<file path="src/rtl/riego_pkg.sv">
// Shared FSM encoding, default thresholds and pump-speed helper for the
// moisture-driven watering trigger.
package riego_pkg;

  typedef enum logic [1:0] {
    ST_MONITOR  = 2'd0,
    ST_REQUEST  = 2'd1,
    ST_WATERING = 2'd2,
    ST_COOLDOWN = 2'd3
  } state_e;

  localparam logic [7:0]  DRY_THRESH_DEF      = 8'd100;
  localparam logic [7:0]  WET_THRESH_DEF      = 8'd160;
  localparam logic [31:0] ACK_TIMEOUT_DEF     = 32'd1_000_000;
  localparam logic [31:0] COOLDOWN_CYCLES_DEF = 32'd50_000_000;

  localparam logic [9:0]  SPEED_BASE = 10'd128;
  localparam logic [9:0]  SPEED_MAX  = 10'd255;

  // Drier soil asks for a faster pump: 128 + 2*(dry - avg), clipped to 8 bits.
  // Only called while avg < dry, so the difference never goes negative.
  function automatic logic [7:0] calc_speed(input logic [7:0] avg_in,
                                            input logic [7:0] dry_in);
    logic [9:0] diff;
    logic [9:0] raw;
    diff = {2'b00, dry_in} - {2'b00, avg_in};
    raw  = SPEED_BASE + {diff[8:0], 1'b0};
    if (raw > SPEED_MAX) begin
      return 8'hFF;
    end
    return raw[7:0];
  endfunction

endpackage

</file>
<file path="src/rtl/moisture_avg4.sv">
// Four-sample moving average of the moisture ADC stream, with a fill counter
// so the average is only trusted once the window is full.
module moisture_avg4 (
  input  logic       clk,
  input  logic       rst_n,
  input  logic       valid,
  input  logic [7:0] data,
  output logic [7:0] avg,
  output logic       avg_valid
);

  logic [3:0][7:0] buf_q, buf_d;
  logic [9:0]      sum_q, sum_d;
  logic [7:0]      avg_q, avg_d;
  logic [2:0]      fill_q, fill_d;

  always_comb begin
    buf_d  = buf_q;
    sum_d  = sum_q;
    avg_d  = avg_q;
    fill_d = fill_q;
    if (valid) begin
      buf_d[0] = data;
      for (int i = 1; i < 4; i++) begin
        buf_d[i] = buf_q[i-1];
      end
      // Running sum: add the newcomer, drop the sample falling out of the window.
      sum_d = sum_q + {2'b00, data} - {2'b00, buf_q[3]};
      avg_d = sum_d[9:2];
      if (fill_q != 3'd4) begin
        fill_d = fill_q + 3'd1;
      end
    end
  end

  always_ff @(posedge clk or negedge rst_n) begin
    if (!rst_n) begin
      buf_q  <= '0;
      sum_q  <= '0;
      avg_q  <= '0;
      fill_q <= '0;
    end else begin
      buf_q  <= buf_d;
      sum_q  <= sum_d;
      avg_q  <= avg_d;
      fill_q <= fill_d;
    end
  end

  assign avg       = avg_q;
  assign avg_valid = (fill_q == 3'd4);

endmodule

</file>
<file path="src/rtl/moisture_trigger.sv">
// Watering trigger: averages soil moisture, requests the pump when dry,
// aborts when wet, and rests for a cooldown period after each watering.
module moisture_trigger
  import riego_pkg::*;
#(
  parameter logic [7:0]  DRY_THRESH      = DRY_THRESH_DEF,
  parameter logic [7:0]  WET_THRESH      = WET_THRESH_DEF,
  parameter logic [31:0] ACK_TIMEOUT     = ACK_TIMEOUT_DEF,
  parameter logic [31:0] COOLDOWN_CYCLES = COOLDOWN_CYCLES_DEF
) (
  input  logic       clk,
  input  logic       rst_n,
  input  logic       sample_valid,
  input  logic [7:0] sample_data,
  output logic       sample_ready,
  input  logic       pump_busy,
  output logic       start_req,
  output logic [7:0] target_speed,
  output logic       abort,
  output logic       fault,
  output logic [7:0] avg_moisture,
  output logic [1:0] state_o
);

  state_e      state_q, state_d;
  logic [31:0] timer_q, timer_d;
  logic        fault_q, fault_d;
  logic [7:0]  target_q, target_d;
  logic        abort_done_q, abort_done_d;
  logic        ready_q, ready_d;
  logic        abort_now;

  logic        accept;
  logic [7:0]  avg;
  logic        avg_valid;

  assign accept = sample_valid & ready_q;

  moisture_avg4 u_avg (
    .clk       (clk),
    .rst_n     (rst_n),
    .valid     (accept),
    .data      (sample_data),
    .avg       (avg),
    .avg_valid (avg_valid)
  );

  always_comb begin
    state_d      = state_q;
    timer_d      = timer_q;
    fault_d      = fault_q;
    target_d     = target_q;
    abort_done_d = abort_done_q;
    abort_now    = 1'b0;
    case (state_q)
      ST_MONITOR: begin
        if (avg_valid && (avg < DRY_THRESH)) begin
          state_d  = ST_REQUEST;
          timer_d  = '0;
          target_d = calc_speed(avg, DRY_THRESH);
        end
      end
      ST_REQUEST: begin
        if (pump_busy) begin
          state_d      = ST_WATERING;
          abort_done_d = 1'b0;
        end else if (timer_q >= ACK_TIMEOUT - 32'd1) begin
          fault_d = 1'b1;
          state_d = ST_MONITOR;
        end else begin
          timer_d = timer_q + 32'd1;
        end
      end
      ST_WATERING: begin
        // Only the first wet reading of a watering raises abort.
        if (!abort_done_q && avg_valid && (avg >= WET_THRESH)) begin
          abort_now    = 1'b1;
          abort_done_d = 1'b1;
        end
        if (!pump_busy) begin
          state_d = ST_COOLDOWN;
          timer_d = '0;
        end
      end
      ST_COOLDOWN: begin
        if (timer_q >= COOLDOWN_CYCLES - 32'd1) begin
          state_d = ST_MONITOR;
        end else begin
          timer_d = timer_q + 32'd1;
        end
      end
      default: begin
        state_d = ST_MONITOR;
      end
    endcase
    // Registered from the next state so ready lines up exactly with COOLDOWN.
    ready_d = (state_d != ST_COOLDOWN);
  end

  always_ff @(posedge clk or negedge rst_n) begin
    if (!rst_n) begin
      state_q      <= ST_MONITOR;
      timer_q      <= '0;
      fault_q      <= 1'b0;
      target_q     <= '0;
      abort_done_q <= 1'b0;
      ready_q      <= 1'b0;
    end else begin
      state_q      <= state_d;
      timer_q      <= timer_d;
      fault_q      <= fault_d;
      target_q     <= target_d;
      abort_done_q <= abort_done_d;
      ready_q      <= ready_d;
    end
  end

  // Decoded from the async-reset state register, so reset drops it at once.
  assign start_req    = (state_q == ST_REQUEST);
  assign abort        = abort_now;
  assign fault        = fault_q;
  assign target_speed = target_q;
  assign avg_moisture = avg;
  assign state_o      = state_q;
  assign sample_ready = ready_q;

endmodule

</file>
<file path="config.mk">
export PLATFORM = sky130hd
export DESIGN_NAME = moisture_trigger
export DESIGN_NICKNAME = d
export VERILOG_FILES = /design/src/rtl/riego_pkg.sv /design/src/rtl/moisture_avg4.sv /design/src/rtl/moisture_trigger.sv
export SDC_FILE = /design/constraint.sdc
export NUM_CORES = 1
export LEC_CHECK = 0
export ABC_AREA = 1
export ABC_CLOCK_PERIOD_IN_PS = 2400
export CELL_PAD_IN_SITES_DETAIL_PLACEMENT = 0
export CELL_PAD_IN_SITES_GLOBAL_PLACEMENT = 1
export CORE_ASPECT_RATIO = 0.7
export CORE_UTILIZATION = 44
export CTS_CLUSTER_SIZE = 24
export DETAILED_ROUTE_END_ITERATION = 7
export PLACE_DENSITY_LB_ADDON = 0.1
export REMOVE_ABC_BUFFERS = 1
export SLEW_MARGIN = 0
export SYNTH_ARGS = -nofsm -noshare
export SYNTH_HDL_FRONTEND = slang
export SYNTH_SLANG_ARGS = --single-unit
</file>
<file path="constraint.sdc">
create_clock -name clk -period 2.4 [get_ports clk]
set_clock_uncertainty 0.15 [all_clocks]
set_input_delay 0.6 -clock clk [delete_from_list [all_inputs] [get_ports clk]]
set_output_delay 0.6 -clock clk [all_outputs]
set_load 0.02 [all_outputs]
</file>
==> results of run 1 <==
[report_power, final]
| group | leakage [nW] | switching (mW) | internal (mW) |
|---|---|---|---|
| sequential | 1.17 | 0.316 | 1.98 |
| combinational | 2.09 | 3.38 | 2.42 |
| clock | 0.145 | 0.590 | 0.906 |
| total | 3.41 | 4.28 | 5.31 |
[worst max path at each step]
stage | endpoint | slack [ps] | cells past startpoint
global placement | u_avg.avg[7] | -700 | 11
floorplan | u_avg.fill_q[0] | -180 | 4
detailed placement | u_avg.avg[7] | -740 | 11
global route | u_avg.avg[3] | -200 | 14
CTS | u_avg.avg[3] | -30 | 14
finish | u_avg.avg[3] | -40 | 14
[metal layers]
metal	global-route usage, %	up-vias	routed length, um
met3	5.53	13	1030
met2	34.7	143	5910
li1	-	2515	-
met5	0	-	0
met1	38.3	2373	7930
met4	4.87	0	113
[final cells by class]
class / instances / area [um^2]
Clock buffer: 10 / 229
Multi-Input combinational cell: 544 / 2970
Tap cell: 157 / 196
Fill cell: 1097 / 5100
Sequential cell: 90 / 2250
Clock inverter: 5 / 80.1
Timing Repair Buffer: 81 / 728
Inverter: 100 / 375
[cell families (layout without fill, tap and decap cells)]
group           after synthesis  count (layout)  share of synthesized area, %
xor+xnor                     15              15                          2.39
simple gates                437             438                          33.0
compound gates               64              64                          6.38
fa+ha+maj                    27              27                          7.25
flops                        90              90                          41.0
buf+inv                     128             196                          9.98
[critical path, stage by stage (launching register included)]
cell and delay (ps):
dfrtp_1 360, inv_2 50, buf_6 110, fa_1 510, inv_2 50, ha_4 280, nand2_2 60, o211ai_1 250
nand2_1 120, nand2_1 90, nand2_2 60, nand2_1 50, nand2_1 50, nand3_1 60, o21ai_1 80
[sequential cells by signal (all words and copies together), names as in the netlist]
name / cells
u_avg.fill_q: 3
fault: 1
state_o: 2
u_avg.avg: 8
sample_ready: 1
u_avg.buf_q: 32
timer_q: 32
target_speed: 8
abort_done_q: 1
u_avg.sum_q: 2
[repair_timing]
| action | CTS | global route |
|---|---|---|
| buffers inserted | 2 | 4 |
| cloned | 0 | 1 |
| resized for setup | 71 | 40 |
| pin swaps | 32 | 18 |
| setup endpoints to repair | 15 | 48 |
| hold buffers | 0 | 0 |
[placed cells by master, fill, tap and decap left out, types with 3 or more instances in the layout]
master,instances
dfrtp_1,88
nand2_2,11
o21ai_0,29
xor2_1,12
fa_1,6
buf_4,43
inv_2,25
inv_1,74
ha_1,11
clkdlybuf4s50_1,22
o22ai_1,3
o21ai_1,6
a21oi_1,5
buf_12,3
nand3_1,25
nor3_1,4
o21ai_2,6
dlygate4sd2_1,6
a21oi_2,4
nand2_1,264
ha_4,7
nand3_4,3
buf_6,4
o21ai_4,3
nor2_4,3
clkbuf_16,9
nand3_2,3
nor2_1,89
nand4_1,30
[stage by stage]
step	hold slack (ps)	cell area (um^2)	cells	setup slack, ps
floorplan	154	5320	733	-178
global placement	299	6190	965	-701
detailed placement	301	6190	965	-741
CTS	56.5	6670	982	-34.8
global route	74.7	6840	987	-203
finish	46.3	6840	987	-38.1
==> results_dict.tcl, run 1 <==
set metrics [dict create \
    htreeDepth 3 \
    fin_util_pct 57.3 \
    hold_viol_final 0 \
    path_class "reg2reg" \
    reg2reg_depth 14 \
    clkLatencyLatePin_ps 340 \
    drive_gt1_share_pct 17.3 \
    finalSetupViolCount 1 \
    numCtsBuffers 9 \
    drtPass1Iterations 5 \
    start_util_pct 46.0 \
    status "finished with violations" \
    synth_commonest_cells "271 x nand2_1, 97 x inv_1, 92 x nor2_1, 90 x dfrtp_1, 43 x o21ai_0" \
    first_global_vias 4825 \
    max-slew-margin-rel_pct 70.8 \
    synth_seq_cells 90 \
    r2r_slack_ps -40 \
    yosys-top-cells-area "dfrtp_1 41%, nand2_1 19%, inv_1 6.6%" \
    place_congestion 0.959 \
    hpwl_um 10500 \
    vias 5044 \
    cts.clk_slew.worst_paths_ps 60 \
    rr_startpoint "u_avg.avg[0]" \
    cp-startpoint "u_avg.avg[0]" \
    cellLeakagePower_nw 3.41 \
    area_growth_pct 24.5 \
    avgViaCountPerCell 5.11 \
    postRouteAntennaNets 0 \
    antenna_found_initial 0 \
    die_y_um 95.5 \
    drv_cap 0 \
    synth_top_area_cell "dfrtp_1" \
    cp.required_ps 2470 \
    setup_ws_ps -38.1 \
    synth-seq-area-share_pct 41.0 \
    boundaryPins 34 \
    finalPower_mw 9.60 \
    grt_pass1_wl_um 24400 \
    fin_crit_sh_pct 102 \
    rows 33 \
    worst_pin_slew_ps 438 \
    r2r_end "u_avg.avg[3]" \
    max_clock_freq_mhz 410 \
    cts_buffer_depth 2 \
    synth_cell_types 34 \
    fp.dieArea_um2 12900 \
    root_buffer "clkbuf_16" \
    vdd_drop_max_uv 866 \
    finalNetCount 865 \
    cp.arrival_ps 2510 \
    synth.avg_cell_area_um2 7.21 \
    rsz0062_at_grt "yes" \
    n_antenna_cell 0 \
    period_minus_slack_ps 2440 \
    synthesis.area_um2 5490 \
    yosys_warnings 0 \
    setup_tns_ps -38.1 \
    synth_flop_cell "dfrtp_1" \
    cp-start-kind "flop" \
    min_path_type "in2async" \
    core_um2 11900 \
    overflow 0 \
    drt_iter0_drc 456 \
    violations "negative setup slack" \
    io_buffer_count 33 \
    route.detailed.drc 0 \
    dieWidth_um 136 \
    track_usage_pct 24.7 \
    synthesis.instances 761 \
    finalWirelength_um 15000 \
    end_kind "flop" \
    crit_fanout 4 \
    yosys.area.top_type_share_pct 41.0 \
    grt_max_degree 47 \
    cts_tree "done" \
    powerDensity_nw_per_um2 1400 \
    async_flop_share_pct 100 \
    finalMaxSlewViolations 0 \
    routedWlPerCell_um 15.2 \
    synth_most_common_cell "nand2_1" \
    cts_sinks 90 \
    synth_edf_count 0 \
]
Note: power is estimated with default switching activity, not from simulation.
==> run 2: changes to the inputs <==
==> constraint.sdc (replaced) <==
create_clock -name clk -period 2.4 [get_ports clk]
set_clock_uncertainty 0.15 [all_clocks]
set_input_delay 0.24 -clock clk [delete_from_list [all_inputs] [get_ports clk]]
set_output_delay 0.24 -clock clk [all_outputs]
set_load 0.02 [all_outputs]
==> results_dict.tcl, run 2 (same netlist as run 1, synthesis figures left out) <==
set metrics [dict create \
    n_antenna_cell 0 \
    hpwl_um 10400 \
    seq_area_um2 2250 \
    holdCritStartpoint "sample_data[7]" \
    hold_viol_final 0 \
    drv_cap 0 \
    max_clock_freq_mhz 423 \
    end_kind "flop" \
    max-slew-margin-rel_pct 68.5 \
    grt_max_degree 48 \
    cp.arrival_ps 2440 \
    routedWlPerCell_um 15.1 \
    finalNetCount 857 \
    overflow 0 \
    cts.clk_slew.worst_paths_ps 60 \
    rr_startpoint "u_avg.avg[0]" \
    drtPass1Iterations 5 \
    finalWirelength_um 14700 \
    core_um2 11900 \
    worst_pin_slew_ps 472 \
    antenna_found_initial 0 \
    cts_tree "done" \
    cellLeakagePower_nw 3.38 \
    path_class "in2reg" \
    avgViaCountPerCell 5.10 \
    cts_buffer_depth 2 \
    largest_registers "timer_q: 32 flops, u_avg.buf_q: 32 flops" \
    rsz0062_at_grt "yes" \
    boundaryPins 34 \
    finalMaxSlewViolations 0 \
    vdd_drop_max_uv 769 \
    vias 4995 \
    fin_crit_sh_pct 98.5 \
    dieWidth_um 136 \
    cts_sinks 90 \
    final_common_cell "nand2_1" \
    grt_pass1_wl_um 23900 \
    path_delay_family "adder cells" \
    fp.dieArea_um2 12900 \
    start_util_pct 46.0 \
    area_growth_pct 22.7 \
    setup_tns_ps 0 \
    route.detailed.drc 0 \
    root_buffer "clkbuf_16" \
    multiInputGateArea_um2 2930 \
    status "completed" \
    final_cell_mix "265 x nand2_1, 91 x nor2_1, 88 x dfrtp_1" \
    rows 33 \
    crit_fanout 3 \
    cp_cell_sequence "clkdlybuf4s50_1, inv_1, fa_2, inv_2, ha_4, nand2_2, o211ai_1, nand2_1, nand2_1, nand2_2, nand2_2, nand2_1, nand3_1, o21ai_1" \
    first_global_vias 4617 \
    postRouteAntennaNets 0 \
    cp-startpoint "sample_data[1]" \
    path_buf_inv 3 \
    drt_iter0_drc 392 \
    timing.hold.ws_ps 95.9 \
    place_congestion 0.958 \
    io_buffer_count 33 \
    cp_slowest_cell "fa_2" \
    drive_gt1_share_pct 13.7 \
    period_minus_slack_ps 2360 \
    cp_slowest_stage_delay_ps 610 \
    clkLatencyLatePin_ps 340 \
    track_usage_pct 24.2 \
    fill_cells 1114 \
    finalSetupViolCount 0 \
    powerDensity_nw_per_um2 1360 \
    cp.required_ps 2470 \
    numCtsBuffers 9 \
    min_path_type "in2reg" \
    cp-start-kind "input pin" \
    htreeDepth 3 \
    die_y_um 95.5 \
]
==> run 2: cell types whose count changed in the layout (fill, tap and decap cells not counted), sizes merged <==
cell           change
dlygate4sd2        -6
clkinvlp           -1
clkbuf             +2
dlygate4sd3        +1
buf               -11
clkdlybuf4s15      -1
clkdlybuf4s50      +8
==> run 2: worst paths after layout <==
kind                                        end  cells past startpoint  slack [ps]
worst max register to register     u_avg.avg[3]                     14          40
min in group asynchronous        u_avg.buf_q[3]                      2         200
worst min-delay path             u_avg.buf_q[7]                      3         100
worst min register to register  u_avg.buf_q[24]                      2         320
worst max-delay path               u_avg.avg[3]                     14          40
max in group asynchronous           timer_q[14]                      3        1300
==> run 2: stage by stage <==
stage	util, %	setup slack, ps	area, um^2	power [mW]	cells
after floorplan	-	-160	5320	4.97	733
after global placement	51.2	-336	6110	6.57	956
after detailed placement	51.2	-376	6110	6.66	956
after CTS	54.3	-33.0	6480	8.43	973
after global routing	56.5	-84.9	6740	9.94	979
final	56.5	35.4	6740	9.17	979
==> run 2: final cells by class <==
type / count / share of cell area [%]
clock buffer: 11 / 3.60
inverter: 100 / 5.57
clock inverter: 4 / 1.13
timing repair buffer: 73 / 9.86
tap: 157 / 2.91
sequential: 90 / 33.5
multi-input combinational: 544 / 43.5
==> run 2: what timing repair did <==
| action | CTS | global route |
|---|---|---|
| hold buffers | 1 | 0 |
| resized for setup | 16 | 51 |
| buffers inserted | 1 | 5 |
| pin swaps | 4 | 19 |
| endpoints found under the hold margin | 22 | 0 |
| setup endpoints to repair | 12 | 48 |
| cloned | 0 | 1 |
==> run 2: power breakdown <==
part           internal, mW  total, mW  switching [mW]
Combinational          2.20       5.35            3.16
Sequential             1.98       2.29           0.302
Clock                 0.938       1.53           0.592
Total                  5.12       9.17            4.05
==> run 2: tightest hold or removal path: cells and delay by family <==
| kind | cells | cell delay (ps) |
|---|---|---|
| buffers and inverters | 2 | 220 |
| AOI/OAI and AO/OA | 1 | 80 |
==> run 2: layer usage <==
metal  track usage, %  wire length, um
met1             40.0             8090
met2             32.6             5640
met3             3.56              927
met4             3.93               85
met5                0                0
